<file path="config.mk">
export PLATFORM = sky130hd
export DESIGN_NAME = move_zero_sequencer
export DESIGN_NICKNAME = d
export VERILOG_FILES = /design/src/rtl/move_zero_sequencer.sv
export SDC_FILE = /design/constraint.sdc
export NUM_CORES = 1
export LEC_CHECK = 0
export ABC_AREA = 1
export BUFFER_PORTS_ARGS = -buffer_cell sky130_fd_sc_hd__buf_2
export CAP_MARGIN = 10
export CELL_PAD_IN_SITES_DETAIL_PLACEMENT = 0
export CELL_PAD_IN_SITES_GLOBAL_PLACEMENT = 1
export CORE_MARGIN = 2
export CORE_UTILIZATION = 39
export DETAILED_ROUTE_END_ITERATION = 16
export GPL_TIMING_DRIVEN = 0
export PLACE_DENSITY = 0.85
export SLEW_MARGIN = 25
export SYNTH_ARGS = -nofsm -noshare
export SYNTH_HDL_FRONTEND = slang
export SYNTH_SLANG_ARGS = --single-unit
</file>
<file path="constraint.sdc">
create_clock -name i_clk -period 5.1 [get_ports i_clk]
set_input_delay 0.255 -clock i_clk [delete_from_list [all_inputs] [get_ports i_clk]]
set_output_delay 0.255 -clock i_clk [all_outputs]
set_load 0.1 [all_outputs]
</file>
<file path="src/rtl/move_zero_sequencer.sv">
// Job scheduler in front of a single MoveZero engine.
// Queues move jobs, issues them one at a time and commits each result board.
module move_zero_sequencer #(
   parameter int FIFO_DEPTH = 4,
   parameter int TIMEOUT    = 255
) (
   input  logic        i_clk,
   input  logic        i_rst,
   input  logic        i_load,
   input  logic [63:0] i_klotski,
   input  logic        i_job_valid,
   output logic        o_job_ready,
   input  logic [3:0]  i_job_target,
   input  logic [15:0] i_job_mask,
   input  logic        i_job_flag,
   output logic        o_mz_start,
   output logic        o_mz_flag,
   output logic [63:0] o_mz_klotski,
   output logic [15:0] o_mz_mask,
   output logic [3:0]  o_mz_target,
   input  logic [63:0] i_mz_klotski,
   input  logic        i_mz_finished,
   input  logic        i_clear,
   output logic [63:0] o_klotski,
   output logic        o_board_valid,
   output logic        o_busy,
   output logic        o_job_done,
   output logic        o_job_skip,
   output logic [7:0]  o_done_cnt,
   output logic        o_error
);

   localparam int AW = $clog2(FIFO_DEPTH);
   localparam logic [7:0] TMO_MAX = 8'(TIMEOUT);

   typedef struct packed {
      logic [3:0]  target;
      logic [15:0] mask;
      logic        flag;
   } job_t;

   typedef enum logic [1:0] {
      IDLE,
      CHECK,
      WAIT,
      ERROR
   } state_t;

   state_t        state;
   job_t          fifo_q [FIFO_DEPTH];
   job_t          head;
   job_t          new_job;
   logic [AW-1:0] wr_ptr;
   logic [AW-1:0] rd_ptr;
   logic [AW:0]   count;
   logic          full;
   logic          empty;
   logic          push;
   logic          pop;
   logic          tgt_masked;
   logic          zero_at_tgt;
   logic [63:0]   board_q;
   logic [7:0]    tmo_cnt;

   assign full        = count == (AW+1)'(FIFO_DEPTH);
   assign empty       = count == '0;
   assign push        = i_job_valid && !full;
   assign head        = fifo_q[rd_ptr];
   assign new_job     = '{target: i_job_target, mask: i_job_mask, flag: i_job_flag};
   assign tgt_masked  = head.mask[head.target];
   assign zero_at_tgt = board_q[{head.target, 2'b00} +: 4] == 4'd0;

   always_comb begin
      pop = 1'b0;
      if (state == CHECK)
         pop = tgt_masked || zero_at_tgt;
      else if (state == WAIT)
         pop = i_mz_finished;
   end

   // Storage needs no reset; the pointers define what is valid.
   always_ff @(posedge i_clk) begin
      if (push)
         fifo_q[wr_ptr] <= new_job;
   end

   always_ff @(posedge i_clk) begin
      if (i_rst) begin
         wr_ptr <= '0;
         rd_ptr <= '0;
         count  <= '0;
      end else begin
         if (push)
            wr_ptr <= wr_ptr + AW'(1);
         if (pop)
            rd_ptr <= rd_ptr + AW'(1);
         if (push && !pop)
            count <= count + (AW+1)'(1);
         else if (pop && !push)
            count <= count - (AW+1)'(1);
      end
   end

   always_ff @(posedge i_clk) begin
      if (i_rst) begin
         state         <= IDLE;
         board_q       <= '0;
         o_board_valid <= 1'b0;
         o_mz_start    <= 1'b0;
         o_mz_flag     <= 1'b0;
         o_mz_mask     <= '0;
         o_mz_target   <= '0;
         o_job_done    <= 1'b0;
         o_job_skip    <= 1'b0;
         o_done_cnt    <= '0;
         o_error       <= 1'b0;
         tmo_cnt       <= '0;
      end else begin
         o_mz_start <= 1'b0;
         o_job_done <= 1'b0;
         o_job_skip <= 1'b0;
         unique case (state)
            IDLE: begin
               if (i_load && empty) begin
                  board_q       <= i_klotski;
                  o_board_valid <= 1'b1;
               end
               if (!empty && o_board_valid)
                  state <= CHECK;
            end
            CHECK: begin
               if (tgt_masked) begin
                  o_job_done <= 1'b1;
                  o_job_skip <= 1'b1;
                  o_done_cnt <= o_done_cnt + 8'd1;
                  state      <= IDLE;
               end else if (zero_at_tgt) begin
                  o_job_done <= 1'b1;
                  o_done_cnt <= o_done_cnt + 8'd1;
                  state      <= IDLE;
               end else begin
                  o_mz_target <= head.target;
                  o_mz_mask   <= head.mask;
                  o_mz_flag   <= head.flag;
                  o_mz_start  <= 1'b1;
                  tmo_cnt     <= '0;
                  state       <= WAIT;
               end
            end
            WAIT: begin
               // finished takes priority over an expiring timeout
               if (i_mz_finished) begin
                  board_q    <= i_mz_klotski;
                  o_job_done <= 1'b1;
                  o_done_cnt <= o_done_cnt + 8'd1;
                  state      <= IDLE;
               end else if (tmo_cnt == TMO_MAX) begin
                  o_error <= 1'b1;
                  state   <= ERROR;
               end else begin
                  tmo_cnt <= tmo_cnt + 8'd1;
               end
            end
            ERROR: begin
               if (i_clear) begin
                  o_error <= 1'b0;
                  state   <= IDLE;
               end
            end
            default: state <= IDLE;
         endcase
      end
   end

   assign o_job_ready  = !full;
   assign o_busy       = (state != IDLE) || !empty;
   assign o_klotski    = board_q;
   assign o_mz_klotski = board_q;

endmodule

</file>
* Word-level counts from Yosys, hierarchy flattened
Memory sizes are Yosys's and may differ from the RTL's. A register that Yosys moved wholly into a read port is not among the register bits.
Index checks and enable logic that the tools add are counted.
** Storage, ports and cells
- Flip-flop bits (word level) :: 115
- Memories :: 1
- Memory bits (writable) :: 84
- Bits in latches :: 0
- Logic and storage cells :: 110
- Output and inout bits :: 164
- Input port bits :: 155
- Memory bits (read-only) :: 0
** Memories
- fifo_q :: depth 4, width 21, read ports 1, clocked after Yosys merged registers in 1, wr ports 1, RTL line 50 : job_t fifo_q [FIFO_DEPTH];
** Operators by class
- Eq/ne operators :: 16
- Add/sub/neg operators :: 6
- Divide/modulo/power cells :: 0
- Mux-type cells :: 39
- Bitwise gates (word level) :: 3
- Magnitude comparators :: 1
- Reduce and logical (&&, ||, !) cells :: 28
- Shift-type cells :: 1
- $mul :: 0
** Operator list (count)
- $mux W64 :: 2
- $pmux W64 S2 :: 1
- $shiftx A64 B7 Y4 :: 1
- $mux W8 :: 7
- $pmux W8 S2 :: 2
- $add A8 B1 Y8 const B :: 2
- $mux W2 :: 8
- $ne A2 B2 Y1 const B :: 8
- $mux W1 :: 13
- $reduce_and A3 Y1 :: 4
- $reduce_bool A2 Y1 :: 5
- $eq A8 B8 Y1 const B :: 1
- $pmux W2 S4 :: 1
- $mux W3 :: 2
- $logic_and A1 B1 Y1 :: 5
- $lt A4 B5 Y1 const B :: 1
- $reduce_and A5 Y1 :: 1
- $add A2 B1 Y2 const B :: 2
- $bmux W1 S4 :: 1
- $eq A2 B2 Y1 const B :: 2
- $logic_not A1 Y1 :: 4
- $logic_not A4 Y1 :: 1
- $pmux W1 S2 :: 2
- $reduce_and A4 Y1 :: 1
- 14 further kinds :: 17

* Longest topological paths before layout
Gate-level depths: netlist of run 1.
- Word-level depth :: 7
- Gate-level depth with buffers :: 22
- Gate-level depth less buffers :: 20

* Worst setup path before layout of run 1
OpenSTA, ideal clock, no wires.
- Path type :: flip-flop to flip-flop
- Start :: reg count[0]
- End :: mem fifo_q[0][0] (netlist name), enable pin
- Library setup time :: 0.399 ns
- Slack :: 2.303 ns
- Stages on the path, launching flop included :: 5
- Required time :: 4.701 ns
- Period minus slack after synthesis :: 2.797 ns
- Buffers on the path :: 0
- Arrival time :: 2.398 ns
- Cells stage by stage :: dfxtp_1 nor2_1 nand2_1 nand2_1 nor2_1
** On the way
- Word-level cells in the longest chain between the ends :: 5
** RTL lines
- start: declaration :: RTL line 55 : logic [AW:0] count;
- start signal: assignment :: RTL line 98 : count <= count + (AW+1)'(1);
- start signal: assignment :: RTL line 100 : count <= count - (AW+1)'(1);
- $eq A3 B3 Y1 :: RTL line 65 : assign full = count == (AW+1)'(FIFO_DEPTH);
- $logic_not A1 Y1
- net o_job_ready :: RTL line 12 : output logic o_job_ready,
- $logic_and A1 B1 Y1 :: RTL line 67 : assign push = i_job_valid && !full;
- $mux W1 :: RTL line 83 : if (push)
- $mux W1 (not written as such) :: RTL line 84 : fifo_q[wr_ptr] <= new_job;
- end: declaration :: RTL line 50
The timed path passes the listed nets, and every way through them passes these cells.

* Worst setup path after layout of run 1
- Start :: reg state[0]
- End :: reg board_q[43] (netlist: o_klotski[43])
** On the way
- Word-level cells in the longest chain between the ends :: 3
- Elaborated cells on any way between the ends :: 7
- Those cells by class :: 3 x eq/ne; 1 x mux; 3 x reduce/logical
** RTL lines
- start: declaration :: RTL line 49 : state_t state;
- start signal: assignment :: RTL line 106 : state <= IDLE;
- start signal: assignment :: RTL line 129 : state <= CHECK;
- start signal: assignment :: RTL line 136 : state <= IDLE;
- $eq A2 B2 Y1 / $logic_not A2 Y1 (equally long branches) :: RTL line 122 : unique case (state)
- $ne A2 B2 Y1 (no line) / $reduce_bool A2 Y1 (equally long branches)
- $reduce_and A3 Y1 (no line)
- end signal: assignment :: RTL line 125 : board_q <= i_klotski;
- end signal: assignment :: RTL line 153 : board_q <= i_mz_klotski;
- end: declaration :: RTL line 62 : logic [63:0] board_q;
Several ways; a longest one is shown, not always the timed one.
A chain may end at the register's enable or synchronous reset.

==> results of run 1 <==
[how the worst min path moves through the flow]
stage / cells after the start / end / slack, ps
5_1_grt: 3 / o_klotski[29] / 9
6_report: 3 / o_klotski[45] / 20
4_1_cts: 3 / o_klotski[62] / 0.01
3_5_place_dp: 2 / o_mz_target[2] / 460
2_1_floorplan: 1 / o_done_cnt[3] / 320
3_3_place_gp: 1 / count[2] / 460
[cells by family after synthesis]
kind of cell | after synthesis | synth area share
AOI/OAI and AO/OA | 207 | 0.123
xor gates and xnor gates | 5 | 0.00469
adders and majority gates | 13 | 0.0182
buffers and inverters | 175 | 0.105
DFF | 201 | 0.521
and+or+nand+nor | 508 | 0.229
[metal layers]
metal / GRT usage / wire length, µm
met1: 0.321 / 13700
met2: 0.433 / 16000
met3: 0.0418 / 2140
met4: 0.0776 / 904
met5: 0 / 0
[critical path, stage by stage (launching register included)]
cell	delay, ps
dfxtp_1	330
inv_1	130
ha_1	160
clkbuf_1	580
clkinv_1	460
o21ai_0	250
nand2_1	70
inv_1	60
clkbuf_1	410
clkbuf_1	440
a31oi_1	140
dlygate4sd3_1	590
[flip-flops by register name, indices dropped and copies added (netlist names), 3 cells and up, named ones only]
register,flops
count,3
fifo_q,84
o_done_cnt,8
o_klotski,64
o_mz_mask,16
o_mz_target,4
tmo_cnt,8
[report_power, final]
group	internal, mW	switching (mW)	leakage (nW)
Clock	0.948	0.659	0.363
Combinational	1.18	4.37	4.09
Sequential	2.03	0.307	1.73
[area by class of cell]
| type | instances | share of cell area |
|---|---|---|
| Inverter | 48 | 0.0139 |
| Timing Repair Buffer | 412 | 0.198 |
| Buffer | 127 | 0.0610 |
| Multi-Input combinational cell | 733 | 0.269 |
| Tap cell | 319 | 0.0305 |
| Antenna cell | 2 | 0.000382 |
| Clock inverter | 7 | 0.00563 |
| Clock buffer | 35 | 0.0504 |
| Sequential cell | 201 | 0.371 |
[cell usage after synthesis, types with 2 or more instances]
| cell | n |
|---|---|
| nor3b_1 | 8 |
| o21ai_1 | 20 |
| buf_2 | 12 |
| buf_6 | 8 |
| nand2_1 | 333 |
| or2_1 | 3 |
| inv_1 | 42 |
| xor2_1 | 3 |
| nand3_1 | 69 |
| nand3b_1 | 6 |
| a21oi_1 | 41 |
| o21ai_0 | 76 |
| nor3_1 | 4 |
| edfxtp_1 | 84 |
| nand2_2 | 3 |
| xnor2_1 | 2 |
| buf_4 | 66 |
| dfxtp_1 | 117 |
| nand4_1 | 9 |
| nor2_1 | 65 |
| buf_1 | 2 |
| a31oi_1 | 64 |
| inv_2 | 3 |
| ha_1 | 12 |
| clkbuf_1 | 39 |
| clkinv_1 | 2 |
| nand3_2 | 4 |
[timing repair]
action / 4_1_cts / 5_1_grt
resized for setup: 0 / 0
endpoints found under the hold margin: 131 / 0
hold buffers: 90 / 0
setup endpoints to repair: 0 / 0
==> results.ini, run 1 <==
[placed_design]
gp_congestion = 0.887
dpl-instance-area_um2 = 11500
pre_cts_slack_ps = 1850
hpwlAfterDp_um = 23900
placed_cells = 1750
io_buffers = 318

[sta]
fmax_mhz = 268
period_share = 0.731
fin_crit_ps = 3730
skew_ps = 12.7
tightestPinTransition_ps = 758
maxSlewViolCount = 0
timing.slew.headroom = 0.495
setup_tns_ps = 0
hold_viol_final = 0
grt_setup_unrepaired = false
timing.final.ws_setup_ps = 1370
whs_ps = 17.2
setup_viol = 0

[synthesis]
synth_edf_count = 84
async_reset_ff_frac = 0
netlist_area_um2 = 9350
synthTopCellsByArea = edfxtp_1 (27%), dfxtp_1 (25%), nand2_1 (13%)
ys_warn_count = 0
synth_flop_cell = dfxtp_1
synth-seq-cells = 201
synth_fp_nets = 1277
yosysUniqueCellTypes = 39
syn_area_per_cell_um2 = 8.43
netlist_instances = 1109
yosys.area.top_type = edfxtp_1
synth_top_area_share = 0.270
yosysSeqAreaShare = 0.521

[cts]
clk_latency_ps = 520
cts_made_buffers = 23
cts_root_buf = clkbuf_16
tritoncts = yes
clockBufferDepth = 3
clkTransAtPathRegs_ps = 60
cts_sinks = 201
h-tree-depth = 1
post_cts_buffers = 0

[die]
die-area_um2 = 25200
core.rowCount = 56
die_w_um = 159
io_pins = 319
initial_core_util = 0.398
core_um2 = 23500
die_h_um = 159

[layout]
final_area_um2 = 13100
layout_commonest_cell = nand2_1
area_growth_pct = 40.2
final_layout_size_suffix_gt1_frac = 0.294
fillers = 2192
multi_input_area_um2 = 3530
ff_latch_area_um2 = 4860
final_cell_mix = nand2_1 (333), buf_2 (330), dfxtp_1 (117)
nNetsFinal = 1714
fin_cells = 1884
fin_util = 0.558

[setup_path]
crit_type = register to register
cp.required_ps = 5500
crit_path_start_kind = register
ff2ff_setup_slack_ps = 1370
r2r-start = state[0]
worstSetupStartpoint = state[0]
cp-end-kind = register
crit_arrival_ps = 4130
rr_worst_depth = 11
crit_fanout = 10
r2r_end = o_klotski[43]
cp-endpoint = o_klotski[43]

[detailed_routing]
routed_wl_um = 32800
routedWlPerCell_um = 17.4
drc = 0
firstDrtPassIters = 5
drtIter0Drc = 709
via_per_inst = 4.96
vias = 9340
antenna_left = 0

[power]
powerDensity_nw_per_um2 = 724
p_total_mw = 9.49
ir_worst_vdd_mv = 0.760
p_leak_nw = 6.18

[worst_hold_path]
hold_start = i_mz_klotski[45]
worstHoldPathType = input port to register

[outcome]
run_status = completed

[global_route]
antenna_found_initial = 2
overflow = 0
grtUsageTotal = 0.251
grt_max_degree = 14
grt_pass1_vias = 8842
grt_pass1_wl_um = 50100

[flow_run]
max_cap_viol_count = 0

Note: power is estimated with default switching activity, not from simulation.
==> inputs of run 2 (changes only) <==
--- a/config.mk
+++ b/config.mk
@@ -11,10 +11,10 @@
 export CELL_PAD_IN_SITES_DETAIL_PLACEMENT = 0
 export CELL_PAD_IN_SITES_GLOBAL_PLACEMENT = 1
 export CORE_MARGIN = 2
-export CORE_UTILIZATION = 39
+export CORE_UTILIZATION = 37
 export DETAILED_ROUTE_END_ITERATION = 16
 export GPL_TIMING_DRIVEN = 0
-export PLACE_DENSITY = 0.85
+export PLACE_DENSITY = 0.81
 export SLEW_MARGIN = 25
 export SYNTH_ARGS = -nofsm -noshare
 export SYNTH_HDL_FRONTEND = slang
==> constraint.sdc (replaced) <==
create_clock -name i_clk -period 3.8 [get_ports i_clk]
set_input_delay 0.19 -clock i_clk [delete_from_list [all_inputs] [get_ports i_clk]]
set_output_delay 0.19 -clock i_clk [all_outputs]
set_load 0.1 [all_outputs]
==> results.ini, run 2 (synthesized netlist as in run 1, its figures left out) <==
[detailed_routing]
routedWlPerCell_um = 17.1  ; was 17.4 µm
firstDrtPassIters = 5  ; unchanged
drc = 0  ; unchanged
topRoutingLayerUsed = met4  ; unchanged
vias = 9478  ; was 9340
via_per_inst = 4.87  ; was 4.96
wl_met1_um = 13800  ; was 13700 µm
routed_wl_um = 33400  ; was 32800 µm
antenna_left = 0  ; unchanged
drtIter0Drc = 833  ; was 709
wl_met2_um = 16500  ; was 16000 µm
wl_met3_um = 2230  ; was 2140 µm

[placed_design]
gp_congestion = 0.932  ; was 0.887
io_buffers = 318  ; unchanged
hpwlAfterDp_um = 24000  ; was 23900 µm
placed_cells = 1761  ; was 1750
dpl-instance-area_um2 = 11500  ; about the same
pre_cts_slack_ps = 679  ; was 1850 ps

[setup_path]
worstPathCellList = inv_1 -> ha_2 -> clkinv_1 -> o21ai_0 -> nand2_1 -> inv_1 -> clkbuf_1 -> clkbuf_1 -> a31oi_1 -> dlygate4sd3_1  ; was inv_1 -> ha_1 -> clkbuf_1 -> clkinv_1 -> o21ai_0 -> nand2_1 -> inv_1 -> clkbuf_1 -> clkbuf_1 -> a31oi_1 -> dlygate4sd3_1
crit_fanout = 10  ; unchanged
crit_type = register to register  ; unchanged
cp-endpoint = o_klotski[50]  ; was o_klotski[43]
crit_path_start_kind = register  ; unchanged
worstSetupStartpoint = state[0]  ; unchanged
cp.required_ps = 4190  ; was 5500 ps
crit_path_top_delay_cell = dlygate4sd3_1  ; unchanged
crit_arrival_ps = 3710  ; was 4130 ps
r2r-start = state[0]  ; unchanged
r2r_end = o_klotski[50]  ; was o_klotski[43]
cp-end-kind = register  ; unchanged
slowest_delay_ps = 610  ; was 590 ps
ff2ff_setup_slack_ps = 490  ; was 1370 ps
rr_worst_depth = 10  ; was 11

[sta]
setup_viol = 0  ; unchanged
grt_setup_unrepaired = false  ; unchanged
period_share = 0.872  ; was 0.731
fmax_mhz = 302  ; was 268 MHz
timing.final.ws_setup_ps = 485  ; was 1370 ps
maxSlewViolCount = 0  ; unchanged
setup_tns_ps = 0  ; unchanged
skew_ps = 15.1  ; was 12.7 ps
timing.slew.headroom = 0.536  ; was 0.495
tightestPinTransition_ps = 696  ; was 758 ps
fin_crit_ps = 3310  ; was 3730 ps
hold_viol_final = 0  ; unchanged

[cts]
h-tree-depth = 1  ; unchanged
cts_sinks = 201  ; unchanged
clockBufferDepth = 3  ; unchanged
clkTransAtPathRegs_ps = 60  ; about the same
cts_made_buffers = 22  ; was 23
post_cts_buffers = 0  ; unchanged
clk_latency_ps = 510  ; was 520 ps
cts_root_buf = clkbuf_16  ; unchanged
tritoncts = yes  ; unchanged

[layout]
nNetsFinal = 1771  ; was 1714
final_layout_size_suffix_gt1_frac = 0.282  ; was 0.294
final_cell_mix = nand2_1 (333), buf_2 (330), dlygate4sd3_1 (149)  ; was nand2_1 (333), buf_2 (330), dfxtp_1 (117)
layout_commonest_cell = nand2_1  ; unchanged
largest_register_ffs = 84  ; unchanged
max_flop_register = fifo_q  ; unchanged
area_growth_pct = 45.9  ; was 40.2%
fin_cells = 1948  ; was 1884
final_area_um2 = 13600  ; was 13100 µm²
fillers = 2315  ; was 2192

[die]
die-area_um2 = 26500  ; was 25200 µm²
initial_core_util = 0.374  ; was 0.398
die_w_um = 163  ; was 159 µm
core.rowCount = 58  ; was 56
die_h_um = 163  ; was 159 µm
io_pins = 319  ; unchanged
core_um2 = 25000  ; was 23500 µm²

[power]
p_leak_nw = 6.46  ; was 6.18 nW
pwr-share-clk = 0.156  ; was 0.169
ir_worst_vdd_mv = 1.23  ; was 0.760 mV
p_total_mw = 12.8  ; was 9.49 mW
pwr-share-comb = 0.599  ; was 0.584
p_seq_frac = 0.245  ; was 0.246
power.switching_mw = 7.18  ; was 5.33 mW
swShare = 0.560  ; was 0.562
powerDensity_nw_per_um2 = 941  ; was 724 nW/µm²
power.internal_mw = 5.65  ; was 4.16 mW

[global_route]
grt_max_degree = 14  ; unchanged
grtUsageTotal = 0.241  ; was 0.251
antenna_found_initial = 2  ; unchanged
overflow = 0  ; unchanged
grt_pass1_wl_um = 49800  ; was 50100 µm
grt_pass1_vias = 9013  ; was 8842

[outcome]
run_status = completed  ; unchanged

[flow_run]
max_cap_viol_count = 0  ; unchanged

[worst_hold_path]
worstHoldPathType = input port to register  ; unchanged

==> run 2: cell types whose count changed in the layout (fill, tap and decap cells not counted) <==
cell and delta:
ha_2 +1, clkinv_8 +1, clkbuf_1 -3, ha_1 -1
inv_16 -1, clkinv_1 +1, clkbuf_8 -3, clkinvlp_4 +1
clkinv_2 -1, clkbuf_16 -1, dlygate4sd3_1 +59
==> run 2: layer usage <==
layer,GRT usage,vias to the layer above
met4,0.0636,0
met2,0.430,351
met3,0.0405,54
li1,-,4675
met5,0,-
met1,0.301,4398
==> run 2: worst max-delay path, delay by kind of cell, from the launching register on <==
family | cells | cell delay, ps
buffers and inverters | 6 | 1990
DFF | 1 | 330
AOI/OAI and AO/OA | 2 | 420
and+or+nand+nor | 1 | 80
adders and majority gates | 1 | 380
==> run 2: worst min path at each step <==
stage,from,end,slack [ps],cells past startpoint
finish,i_clear,o_error,10,4
global route,i_load,o_board_valid,30,3
CTS,i_clear,o_error,1,4
detailed placement,i_job_mask[6],fifo_q[0][7],410,1
global placement,i_job_mask[6],fifo_q[1][7],400,1
floorplan,i_rst,o_done_cnt[3],260,1
==> run 2: area by class of cell <==
class                           count  area [µm²]  share of cell area
Timing Repair Buffer              471        3180               0.233
Buffer                            126         796              0.0584
Clock buffer                       29         587              0.0430
Sequential cell                   201        4860               0.357
Inverter                           48         183              0.0134
Antenna cell                        2        5.00            0.000367
Multi-Input combinational cell    733        3530               0.259
Clock inverter                      8        76.3             0.00560
Tap cell                          330         413              0.0303
==> run 2: timing repair <==
| action | 4_1_cts | 5_1_grt |
|---|---|---|
| endpoints found under the setup margin | 0 | 51 |
| hold endpoints to repair | 151 | 0 |
| hold buffers | 149 | 0 |
| gates resized for setup | 0 | 1 |
==> run 2: through the flow <==
| step | hold slack (ps) | util |
|---|---|---|
| finish | 10.3 | 0.546 |
| global route | 28.5 | 0.546 |
| CTS | 1.46 | 0.546 |
| detailed placement | 406 | 0.460 |
| global placement | 401 | 0.455 |
| floorplan | 259 | - |
==> run 2: power by group through the flow <==
stage	clock (mW)	sequential [mW]	combinational (mW)
6_report	2.00	3.14	7.69
3_3_place_gp	0	3.18	7.20
5_1_grt	2.12	3.19	8.07
3_5_place_dp	0	3.18	7.27
4_1_cts	2.04	3.14	7.68
2_1_floorplan	0	5.24	3.78
